`config.mk`:
```
export PLATFORM = sky130hd
export DESIGN_NAME = uart_packet_tx_flat
export DESIGN_NICKNAME = d
export VERILOG_FILES = /design/src/rtl/uart_packet_tx_pkg.sv /design/src/rtl/uart_packet_tx_if.sv /design/src/rtl/uart_packet_tx_uart_tx.sv /design/src/rtl/uart_packet_tx.sv /design/src/flat_wrapper.sv
export SDC_FILE = /design/constraint.sdc
export NUM_CORES = 1
export LEC_CHECK = 0
export BUFFER_PORTS_ARGS = -buffer_cell sky130_fd_sc_hd__buf_2
export CORE_AREA = 2 2 87 89
export CTS_CLUSTER_SIZE = 40
export DETAILED_ROUTE_END_ITERATION = 12
export DIE_AREA = 0 0 89 91
export HOLD_SLACK_MARGIN = 0.08
export PLACE_DENSITY = 0.74
export SLEW_MARGIN = 30
export SYNTH_ARGS = -nofsm -noshare
export SYNTH_HDL_FRONTEND = slang
export SYNTH_SLANG_ARGS = --single-unit
```
`constraint.sdc`:
```
create_clock -name clk -period 1.85 [get_ports clk]
set_input_delay 0.37 -clock clk [delete_from_list [all_inputs] [get_ports clk]]
set_output_delay 0.37 -clock clk [all_outputs]
set_load 0.005 [all_outputs]
```
`src/rtl/uart_packet_tx_pkg.sv`:
```
// Shared framing definitions for the robot serial link, used by both the
// packet transmitter and the receiver-side parser.
package uart_pkt_pkg;

   localparam logic [7:0] DEFAULT_HEADER_BYTE = 8'hAA;
   localparam int         FRAME_BYTES         = 7;
   localparam int         PAYLOAD_BYTES       = 5;
   localparam logic [2:0] LAST_BYTE_IDX       = 3'(FRAME_BYTES - 1);

   typedef enum logic [1:0] {
      IDLE = 2'd0,
      SEND = 2'd1,
      DONE = 2'd2
   } frame_state_e;

   // Position of each field within a frame; the parser relies on this order
   typedef enum logic [2:0] {
      FLD_HEADER = 3'd0,
      FLD_MOTION = 3'd1,
      FLD_X_HI   = 3'd2,
      FLD_X_LO   = 3'd3,
      FLD_Y_HI   = 3'd4,
      FLD_Y_LO   = 3'd5,
      FLD_CHK    = 3'd6
   } frame_field_e;

   typedef struct packed {
      logic [7:0]  motion;
      logic [15:0] lidarX;
      logic [15:0] lidarY;
   } payload_t;

   function automatic logic [7:0] payloadChecksum(input payload_t p);
      return p.motion ^ p.lidarX[15:8] ^ p.lidarX[7:0] ^ p.lidarY[15:8] ^ p.lidarY[7:0];
   endfunction

   function automatic logic [7:0] frameByte(input logic [2:0] idx, input payload_t p,
                                            input logic [7:0] header);
      logic [7:0] b;
      b = header;
      case (frame_field_e'(idx))
         FLD_HEADER: b = header;
         FLD_MOTION: b = p.motion;
         FLD_X_HI:   b = p.lidarX[15:8];
         FLD_X_LO:   b = p.lidarX[7:0];
         FLD_Y_HI:   b = p.lidarY[15:8];
         FLD_Y_LO:   b = p.lidarY[7:0];
         FLD_CHK:    b = payloadChecksum(p);
         default:    b = header;
      endcase
      return b;
   endfunction

endpackage

```
`src/rtl/uart_packet_tx_if.sv`:
```
// Request/payload/status bundle between the control logic and the packet
// transmitter; gpio_1 is the UART TXD pin.
interface uart_packet_tx_if;

   logic        send;
   logic [7:0]  motion_state;
   logic [15:0] lidar_x;
   logic [15:0] lidar_y;
   logic        busy;
   logic        frame_done;
   logic        gpio_1;

   modport master (
      output send, motion_state, lidar_x, lidar_y,
      input  busy, frame_done, gpio_1
   );

   modport slave (
      input  send, motion_state, lidar_x, lidar_y,
      output busy, frame_done, gpio_1
   );

endinterface

```
`src/rtl/uart_packet_tx_uart_tx.sv`:
```
// 8N1 serialiser, LSB first. A byte offered during the last cycle of the
// previous stop bit is taken immediately, so characters run back-to-back.
module uart_tx
   import uart_pkt_pkg::*;
#(
   parameter int CLK_HZ       = 50000000,
   parameter int BIT_RATE     = 9600,
   parameter int PAYLOAD_BITS = 8
) (
   input  logic       clk,
   input  logic       resetn,
   input  logic       uart_tx_en,
   input  logic [7:0] uart_tx_data,
   output logic       uart_tx_busy,
   output logic       uart_txd
);

   localparam int CYCLES_PER_BIT = CLK_HZ / BIT_RATE;
   localparam int BAUD_W         = (CYCLES_PER_BIT > 1) ? $clog2(CYCLES_PER_BIT) : 1;
   localparam int STOP_POS       = PAYLOAD_BITS + 1;
   localparam int BIT_W          = $clog2(STOP_POS + 1);

   localparam logic [BAUD_W-1:0] BAUD_LAST     = BAUD_W'(CYCLES_PER_BIT - 1);
   localparam logic [BIT_W-1:0]  STOP_IDX      = BIT_W'(STOP_POS);
   localparam logic [BIT_W-1:0]  LAST_DATA_IDX = BIT_W'(PAYLOAD_BITS);

   logic              active_q;
   logic [BIT_W-1:0]  bitIdx_q;
   logic [BAUD_W-1:0] baud_q;
   logic [7:0]        shift_q;
   logic              txd_q;

   logic bitEnd;
   logic lastCycle;
   logic start;

   // Busy drops for the final stop-bit cycle so the next byte lands with no gap
   assign bitEnd       = (baud_q == BAUD_LAST);
   assign lastCycle    = active_q && bitEnd && (bitIdx_q == STOP_IDX);
   assign uart_tx_busy = active_q && !lastCycle;
   assign start        = uart_tx_en && !uart_tx_busy;
   assign uart_txd     = txd_q;

   always_ff @(posedge clk) begin
      if (!resetn) begin
         active_q <= 1'b0;
         bitIdx_q <= '0;
         baud_q   <= '0;
         shift_q  <= '0;
         txd_q    <= 1'b1;
      end else if (start) begin
         active_q <= 1'b1;
         bitIdx_q <= '0;
         baud_q   <= '0;
         shift_q  <= uart_tx_data;
         txd_q    <= 1'b0;
      end else if (active_q) begin
         if (bitEnd) begin
            baud_q <= '0;
            if (bitIdx_q == STOP_IDX) begin
               active_q <= 1'b0;
               bitIdx_q <= '0;
               txd_q    <= 1'b1;
            end else begin
               bitIdx_q <= bitIdx_q + 1'b1;
               if (bitIdx_q == LAST_DATA_IDX) begin
                  txd_q <= 1'b1;
               end else begin
                  txd_q   <= shift_q[0];
                  shift_q <= shift_q >> 1;
               end
            end
         end else begin
            baud_q <= baud_q + 1'b1;
         end
      end
   end

endmodule

```
`src/rtl/uart_packet_tx.sv`:
```
// Packet framer: snapshots the payload on acceptance and streams
// header, payload and XOR check byte through the serialiser.
module uart_packet_tx
   import uart_pkt_pkg::*;
#(
   parameter int         CLK_HZ       = 50000000,
   parameter int         BIT_RATE     = 9600,
   parameter int         PAYLOAD_BITS = 8,
   parameter logic [7:0] HEADER_BYTE  = DEFAULT_HEADER_BYTE
) (
   input  logic             clk,
   input  logic             rst,
   uart_packet_tx_if.slave  bus
);

   frame_state_e state_q;
   logic [2:0]   byteIdx_q;
   logic [2:0]   byteIdx_d;
   payload_t     snap_q;
   logic         busy_q;
   logic         frameDone_q;

   payload_t     payloadIn;
   logic         accept;
   logic         byteDone;
   logic         txEn;
   logic [7:0]   txData;
   logic         txBusy;
   logic         txd;

   assign payloadIn = '{motion: bus.motion_state, lidarX: bus.lidar_x, lidarY: bus.lidar_y};
   assign accept    = bus.send && !busy_q;
   assign byteDone  = (state_q == SEND) && !txBusy;
   assign byteIdx_d = byteIdx_q + 3'd1;

   // The header is constant, so it goes to the serialiser on the acceptance edge itself
   assign txEn   = accept || (byteDone && (byteIdx_q != LAST_BYTE_IDX));
   assign txData = accept ? HEADER_BYTE : frameByte(byteIdx_d, snap_q, HEADER_BYTE);

   assign bus.busy       = busy_q;
   assign bus.frame_done = frameDone_q;
   assign bus.gpio_1     = txd;

   always_ff @(posedge clk) begin
      if (rst) begin
         state_q     <= IDLE;
         byteIdx_q   <= '0;
         snap_q      <= '0;
         busy_q      <= 1'b0;
         frameDone_q <= 1'b0;
      end else begin
         frameDone_q <= 1'b0;
         case (state_q)
            IDLE, DONE: begin
               if (accept) begin
                  snap_q    <= payloadIn;
                  byteIdx_q <= '0;
                  busy_q    <= 1'b1;
                  state_q   <= SEND;
               end else begin
                  state_q   <= IDLE;
               end
            end
            SEND: begin
               if (byteDone) begin
                  if (byteIdx_q == LAST_BYTE_IDX) begin
                     byteIdx_q   <= '0;
                     busy_q      <= 1'b0;
                     frameDone_q <= 1'b1;
                     state_q     <= DONE;
                  end else begin
                     byteIdx_q   <= byteIdx_d;
                  end
               end
            end
            default: begin
               busy_q  <= 1'b0;
               state_q <= IDLE;
            end
         endcase
      end
   end

   uart_tx #(
      .CLK_HZ       (CLK_HZ),
      .BIT_RATE     (BIT_RATE),
      .PAYLOAD_BITS (PAYLOAD_BITS)
   ) serialiser (
      .clk          (clk),
      .resetn       (~rst),
      .uart_tx_en   (txEn),
      .uart_tx_data (txData),
      .uart_tx_busy (txBusy),
      .uart_txd     (txd)
   );

endmodule

```
`src/flat_wrapper.sv`:
```
// flat-port wrapper written by rule: the top's interface ports become plain ports
module uart_packet_tx_flat import uart_pkt_pkg::*;
#(
   parameter int         CLK_HZ       = 50000000,
   parameter int         BIT_RATE     = 9600,
   parameter int         PAYLOAD_BITS = 8,
   parameter logic [7:0] HEADER_BYTE  = DEFAULT_HEADER_BYTE
)
  (clk, rst, bus_send, bus_motion_state, bus_lidar_x, bus_lidar_y, bus_busy, bus_frame_done, bus_gpio_1);
  uart_packet_tx_if bus_i ();
  input  logic clk;
  input  logic rst;
  input wire logic [$bits(bus_i.send)-1:0] bus_send;
  input wire logic [$bits(bus_i.motion_state)-1:0] bus_motion_state;
  input wire logic [$bits(bus_i.lidar_x)-1:0] bus_lidar_x;
  input wire logic [$bits(bus_i.lidar_y)-1:0] bus_lidar_y;
  output wire logic [$bits(bus_i.busy)-1:0] bus_busy;
  output wire logic [$bits(bus_i.frame_done)-1:0] bus_frame_done;
  output wire logic [$bits(bus_i.gpio_1)-1:0] bus_gpio_1;
  assign bus_i.send = bus_send;
  assign bus_i.motion_state = bus_motion_state;
  assign bus_i.lidar_x = bus_lidar_x;
  assign bus_i.lidar_y = bus_lidar_y;
  assign bus_busy = bus_i.busy;
  assign bus_frame_done = bus_i.frame_done;
  assign bus_gpio_1 = bus_i.gpio_1;
  uart_packet_tx #(.CLK_HZ(CLK_HZ), .BIT_RATE(BIT_RATE), .PAYLOAD_BITS(PAYLOAD_BITS), .HEADER_BYTE(HEADER_BYTE)) u_core (.clk(clk), .rst(rst), .bus(bus_i));
endmodule
```
Yosys cells after proc, flatten, opt, wreduce, memory -nomap -nowiden
Index checks and enable logic that the tools add are counted.
Storage, ports and cells
  flip-flop bits (word level): 74
  latch bits: 0
  RAM bits: 0
  ROM bits: 0
  bits of input ports: 43
  logic and storage cells: 95
  memories: 0
Cells by class
  add/sub/neg operators: 3
  $mul: 0
  divide/modulo/power cells: 0
  magnitude comparators: 0
  equality and inequality tests: 18
  shift operators: 0
  mux-type cells: 31
  bitwise gates (word level): 6
  reductions and logical operators: 25
Operators by type and width (count)
  $mux W8: 6
  $pmux W8 S6: 1
  $xor A8 B8 Y8: 4
  $mux W1: 14
  $add A13 B1 Y13 const B: 1
  $eq A13 B13 Y1 const B: 1
  $mux W13: 1
  $eq A3 B3 Y1 const B: 4
  $mux W3: 3
  $eq A4 B4 Y1 const B: 2
  $reduce_and A2 Y1: 4
  $logic_and A1 B1 Y1: 7
  $eq A3 B2 Y1 const B: 2
  $ne A2 B2 Y1 const B: 3
  $pmux W3 S2: 1
  $reduce_and A3 Y1: 2
  $reduce_bool A2 Y1: 3
  $add A4 B1 Y4 const B: 1
  $mux W2: 2
  $mux W4: 1
  $ne A2 B1 Y1 const B: 2
  $pmux W2 S2: 1
  $reduce_and A4 Y1: 1
  $reduce_or A2 Y1: 2
  other kinds (11): 14

Logic depth before layout (Yosys ltp)
  depth after elaboration: 12
  gate-level depth with buffers: 7
  mapped depth without buffers: 6

Modules after synthesis
From an unflattened synthesis, not the netlist that was laid out.
Unflattened totals
  cells, all modules: 477
  area, all modules: 3956.3 um^2
Modules (own cells, without submodules)
  uart_packet_tx: instances 1, cells an instance 309, area an instance 2488.6 um^2, seq. area each 940.9 um^2
  uart_tx: instances 1, cells an instance 168, area an instance 1467.7 um^2, seq. area each 540.5 um^2

Least setup slack after synthesis
No wires, ideal clock.
  path kind: flip-flop to flip-flop
  start point: register u_core.serialiser.baud_q[0]
  end point: register u_core.serialiser.shift_q[0]
  library setup time: 75 ps
  arrival: 1661 ps
  required time: 1775 ps
  path slack: 114 ps
  cell stages (with the launch flop): 7
  path buffers: 0
  period minus slack after synthesis: 1736 ps
  cell sequence: dfxtp_1 -> ha_1 -> and4b_1 -> nand4_1 -> a21o_1 -> or3_4 -> o22ai_1
On the way
  longest elaborated chain between the ends: 12
  elaborated cells between the ends (all ways): 16
  those cells by class: eq/ne (3); mux (1); reduce/logical (12)
RTL lines
  from (decl): RTL line uart_packet_tx_uart_tx.sv:29  | logic [BAUD_W-1:0] baud_q;
  from (signal assigned): RTL line uart_packet_tx_uart_tx.sv:74  | baud_q <= baud_q + 1'b1;
  $eq A13 B13 Y1 (*): RTL line uart_packet_tx_uart_tx.sv:38  | assign bitEnd = (baud_q == BAUD_LAST);
  $logic_and A1 B1 Y1 (2 in series): RTL line uart_packet_tx_uart_tx.sv:39  | assign lastCycle = active_q && bitEnd && (bitIdx_q == STOP_IDX);
  $logic_not A1 Y1: RTL line uart_packet_tx_uart_tx.sv:40  | assign uart_tx_busy = active_q && !lastCycle;
  $logic_and A1 B1 Y1: RTL line uart_packet_tx_uart_tx.sv:40
  $logic_not A1 Y1: RTL line uart_packet_tx_uart_tx.sv:41, uart_packet_tx.sv:33
  $logic_and A1 B1 Y1: RTL line uart_packet_tx.sv:33  | assign byteDone = (state_q == SEND) && !txBusy;
  $logic_and A1 B1 Y1: RTL line uart_packet_tx.sv:37  | assign txEn = accept || (byteDone && (byteIdx_q != LAST_BYTE_IDX));
  $logic_or A1 B1 Y1: RTL line uart_packet_tx.sv:37
  $logic_and A1 B1 Y1: RTL line uart_packet_tx_uart_tx.sv:41  | assign start = uart_tx_en && !uart_tx_busy;
  $ne A2 B2 Y1 (no source line) or $reduce_bool A2 Y1 (tied branches)
  $reduce_and A4 Y1 (no source line)
  to (signal assigned): RTL line uart_packet_tx_uart_tx.sv:55  | shift_q <= uart_tx_data;
  to (signal assigned): RTL line uart_packet_tx_uart_tx.sv:70  | shift_q <= shift_q >> 1;
  to (decl): RTL line uart_packet_tx_uart_tx.sv:30  | logic [7:0] shift_q;
Every way passes the cells marked *; elsewhere a longest branch is shown, timed or not.
A chain may end at the register's enable or synchronous reset.

Worst setup path in the final report
  start point: register u_core.serialiser.baud_q[11]
  end point: register u_core.serialiser.shift_q[6]
The elaborated chain is that of the path after synthesis.

==> results.cfg <==
[status]
status = complete, no violations

[synth]
ys_types = 47
syn_nets = 488
yosysTopAreaCellShare_pct = 41.0
yosys.area.top_type = dfxtp_1
post-synth-top-count-cell = nand2_1
syn_area_mm2 = 0.00362
ys_seq_area_share_pct = 41.0
ys_seq_elements = 74
synth_flop_cell = dfxtp_1
synth_area_per_cell_um2 = 8.14
yosysWarnings = 0
synth-async-reset-ratio_pct = 0
synthTopCellsByCount = 92 x nand2_1, 74 x dfxtp_1, 59 x a21oi_1
syn_inst = 444
synth_edf_count = 0
synth_area_leaders = dfxtp_1 41%, nand2_1 9.6%, xnor2_1 8.7%, a21oi_1 8.2%, clkbuf_1 2.7%

[floorplan]
die-area_mm2 = 0.00810
ioPinCount = 46
die_width_um = 89
core_area_mm2 = 0.00714
start_util_pct = 50.7
rows = 31
fp.dieH_um = 91

[global_routing]
globalRouteTotalUtil_pct = 21.9
overflow = 0
grt_pass1_wl_um = 14000
antenna_found_initial = 0
grt_max_degree = 41
grt_pass1_vias = 3055

[finish]
diodes = 0
final_util_pct = 60.9
area_growth_pct = 20.2
layout-drive-gt1-share_pct = 22.8
fin_cells = 598
fillers = 655
nets = 538

[timing]
max_freq_ghz = 0.549
grt_setup_unrepaired = yes
hold_slack_ns = 0.240
setup_ws_ns = 0.0291
finalSetupViolations = 0
tightest_slew_ns = 0.393
fin_tns_setup_ns = 0
slew_violations = 0
final_hold_viol_count = 0
timing.final.crit_share_pct = 98.4
fin_skew_ns = 0.00908
slew_headroom_pct = 73.8
finalCriticalPeriod_ns = 1.82

[detailed_routing]
wl_per_cell_um = 13.9
vias = 3189
ant_nets = 0
drt_pre_antenna_iters = 4
via_per_inst = 5.33
drc = 0
drt-initial-drc-count = 159
wl_um = 8300

[power_and_ir_drop]
cellPowerDensity_mw_per_mm2 = 883
leakage_nw = 1.58
peakVddDrop_v = 0.000399

[worst_setup_path]
arrival_ns = 2.10
start_kind = flop
required_ns = 2.13
setup.worst_path.class = reg2reg
path_max_fanout = 4
end_kind = flop

[cts]
root_buffer = clkbuf_8
htreeDepth = 3
clk_pin_slew_worst_paths_ns = 0.08
cts_buffers = 9
clk_latency_ns = 0.36
cts_tree = built
cts_sinks = 74
cts_buffer_depth = 2

[placement]
placed_cells = 580
dp_slack_ns = 0.0652
place_congestion = 0.847
io_buffers = 45
dpl.hpwl_um = 5760

[worst_hold_path]
min_path_type = in2reg

[run]
cap_viol_max_count = 0
-- state kept, by name, indices dropped and copies added, names as in the netlist --
register                    count
u_core.serialiser.uart_txd      1
u_core.serialiser.baud_q       13
u_core.serialiser.bitIdx_q      4
u_core.bus.busy                 1
u_core.bus.frame_done           1
u_core.serialiser.shift_q       8
u_core.serialiser.active_q      1
u_core.byteIdx_q                3
u_core.state_q                  2
u_core.snap_q                  40
-- critical path, stage by stage, from the launching register on --
cell,delay [ns]
dfxtp_4,0.36
nor4b_4,0.37
nand4_1,0.21
a21o_1,0.23
or3_4,0.40
o22ai_2,0.17
-- per-layer routing --
layer / wire length [um] / GRT usage [%] / vias to the layer above
li1: - / - / 1627
met1: 3780 / 28.7 / 1486
met2: 3990 / 34.1 / 59
met3: 308 / 3.91 / 17
met4: 209 / 11.4 / 0
met5: 0 / 0 / -
-- power by group --
part           total (mW)  leakage [nW]  internal, mW  switching [mW]
clock                1.42         0.106         0.770           0.653
combinational       0.642         0.863         0.304           0.338
sequential           1.77         0.606          1.69          0.0881
total                3.84          1.58          2.76            1.08
-- cell usage in the layout, fill, tap and decap left out, types with 6 or more instances in the layout --
master     n
buf_4     23
nor2_1    24
clkbuf_8   9
o22ai_1    9
nand4_1    6
dfxtp_1   70
xor2_1     9
mux2i_1    9
a22oi_1   12
nor2b_1    7
xnor2_1   36
nand3_1    6
a21oi_1   59
mux2_2     7
buf_2     45
nand2_1   92
-- path summary, 6_finish.rpt --
| path | start | end | slack [ns] | depth (start not counted) |
|---|---|---|---|---|
| worst min-delay path | bus_lidar_x[0] | u_core.snap_q[16]$_SDFFE_PP0P_ | 0.24 | 3 |
| worst max-delay path | u_core.serialiser.baud_q[11]$_SDFFE_PP0P_ | u_core.serialiser.shift_q[6]$_SDFFE_PP0P_ | 0.03 | 5 |
| worst max register to register | u_core.serialiser.baud_q[11]$_SDFFE_PP0P_ | u_core.serialiser.shift_q[6]$_SDFFE_PP0P_ | 0.03 | 5 |
| worst min register to register | u_core.snap_q[31]$_SDFFE_PP0P_ | u_core.snap_q[31]$_SDFFE_PP0P_ | 0.48 | 2 |
-- metrics by stage --
| stage | total power, mW | instance area (um2) |
|---|---|---|
| 2_1_floorplan | 2.24 | 3620 |
| 3_3_place_gp | 2.41 | 4060 |
| 3_5_place_dp | 2.44 | 4060 |
| 4_1_cts | 3.84 | 4280 |
| 5_1_grt | 4.03 | 4350 |
| 6_report | 3.84 | 4350 |
-- cells by family after synthesis --
family,after synthesis,share of synthesized area [%]
AND/OR/NAND/NOR,172,22.9
AO/OA/AOI/OAI,101,16.3
flip-flops,74,41.0
XOR/XNOR,45,10.9
buffers and inverters,35,3.91
multiplexers,16,4.67
adder cells (fa/ha/maj),1,0.346
-- final cells by class --
class | instances | area (um2) | share of cell area [%]
Clock buffer | 9 | 124 | 2.85
Tap cell | 99 | 124 | 2.85
Clock inverter | 7 | 101 | 2.33
Inverter | 3 | 11.3 | 0.259
Multi-Input combinational cell | 335 | 2040 | 46.9
Sequential cell | 74 | 1490 | 34.3
Timing Repair Buffer | 71 | 458 | 10.5
-- what timing repair did --
| item | 4_1_cts | 5_1_grt |
|---|---|---|
| endpoints found under the setup margin | 0 | 11 |
| gates resized for setup | 0 | 14 |
| hold buffers | 0 | 0 |
| setup buffers | 0 | 2 |
No activity file was read; power rests on OpenSTA's default activity.
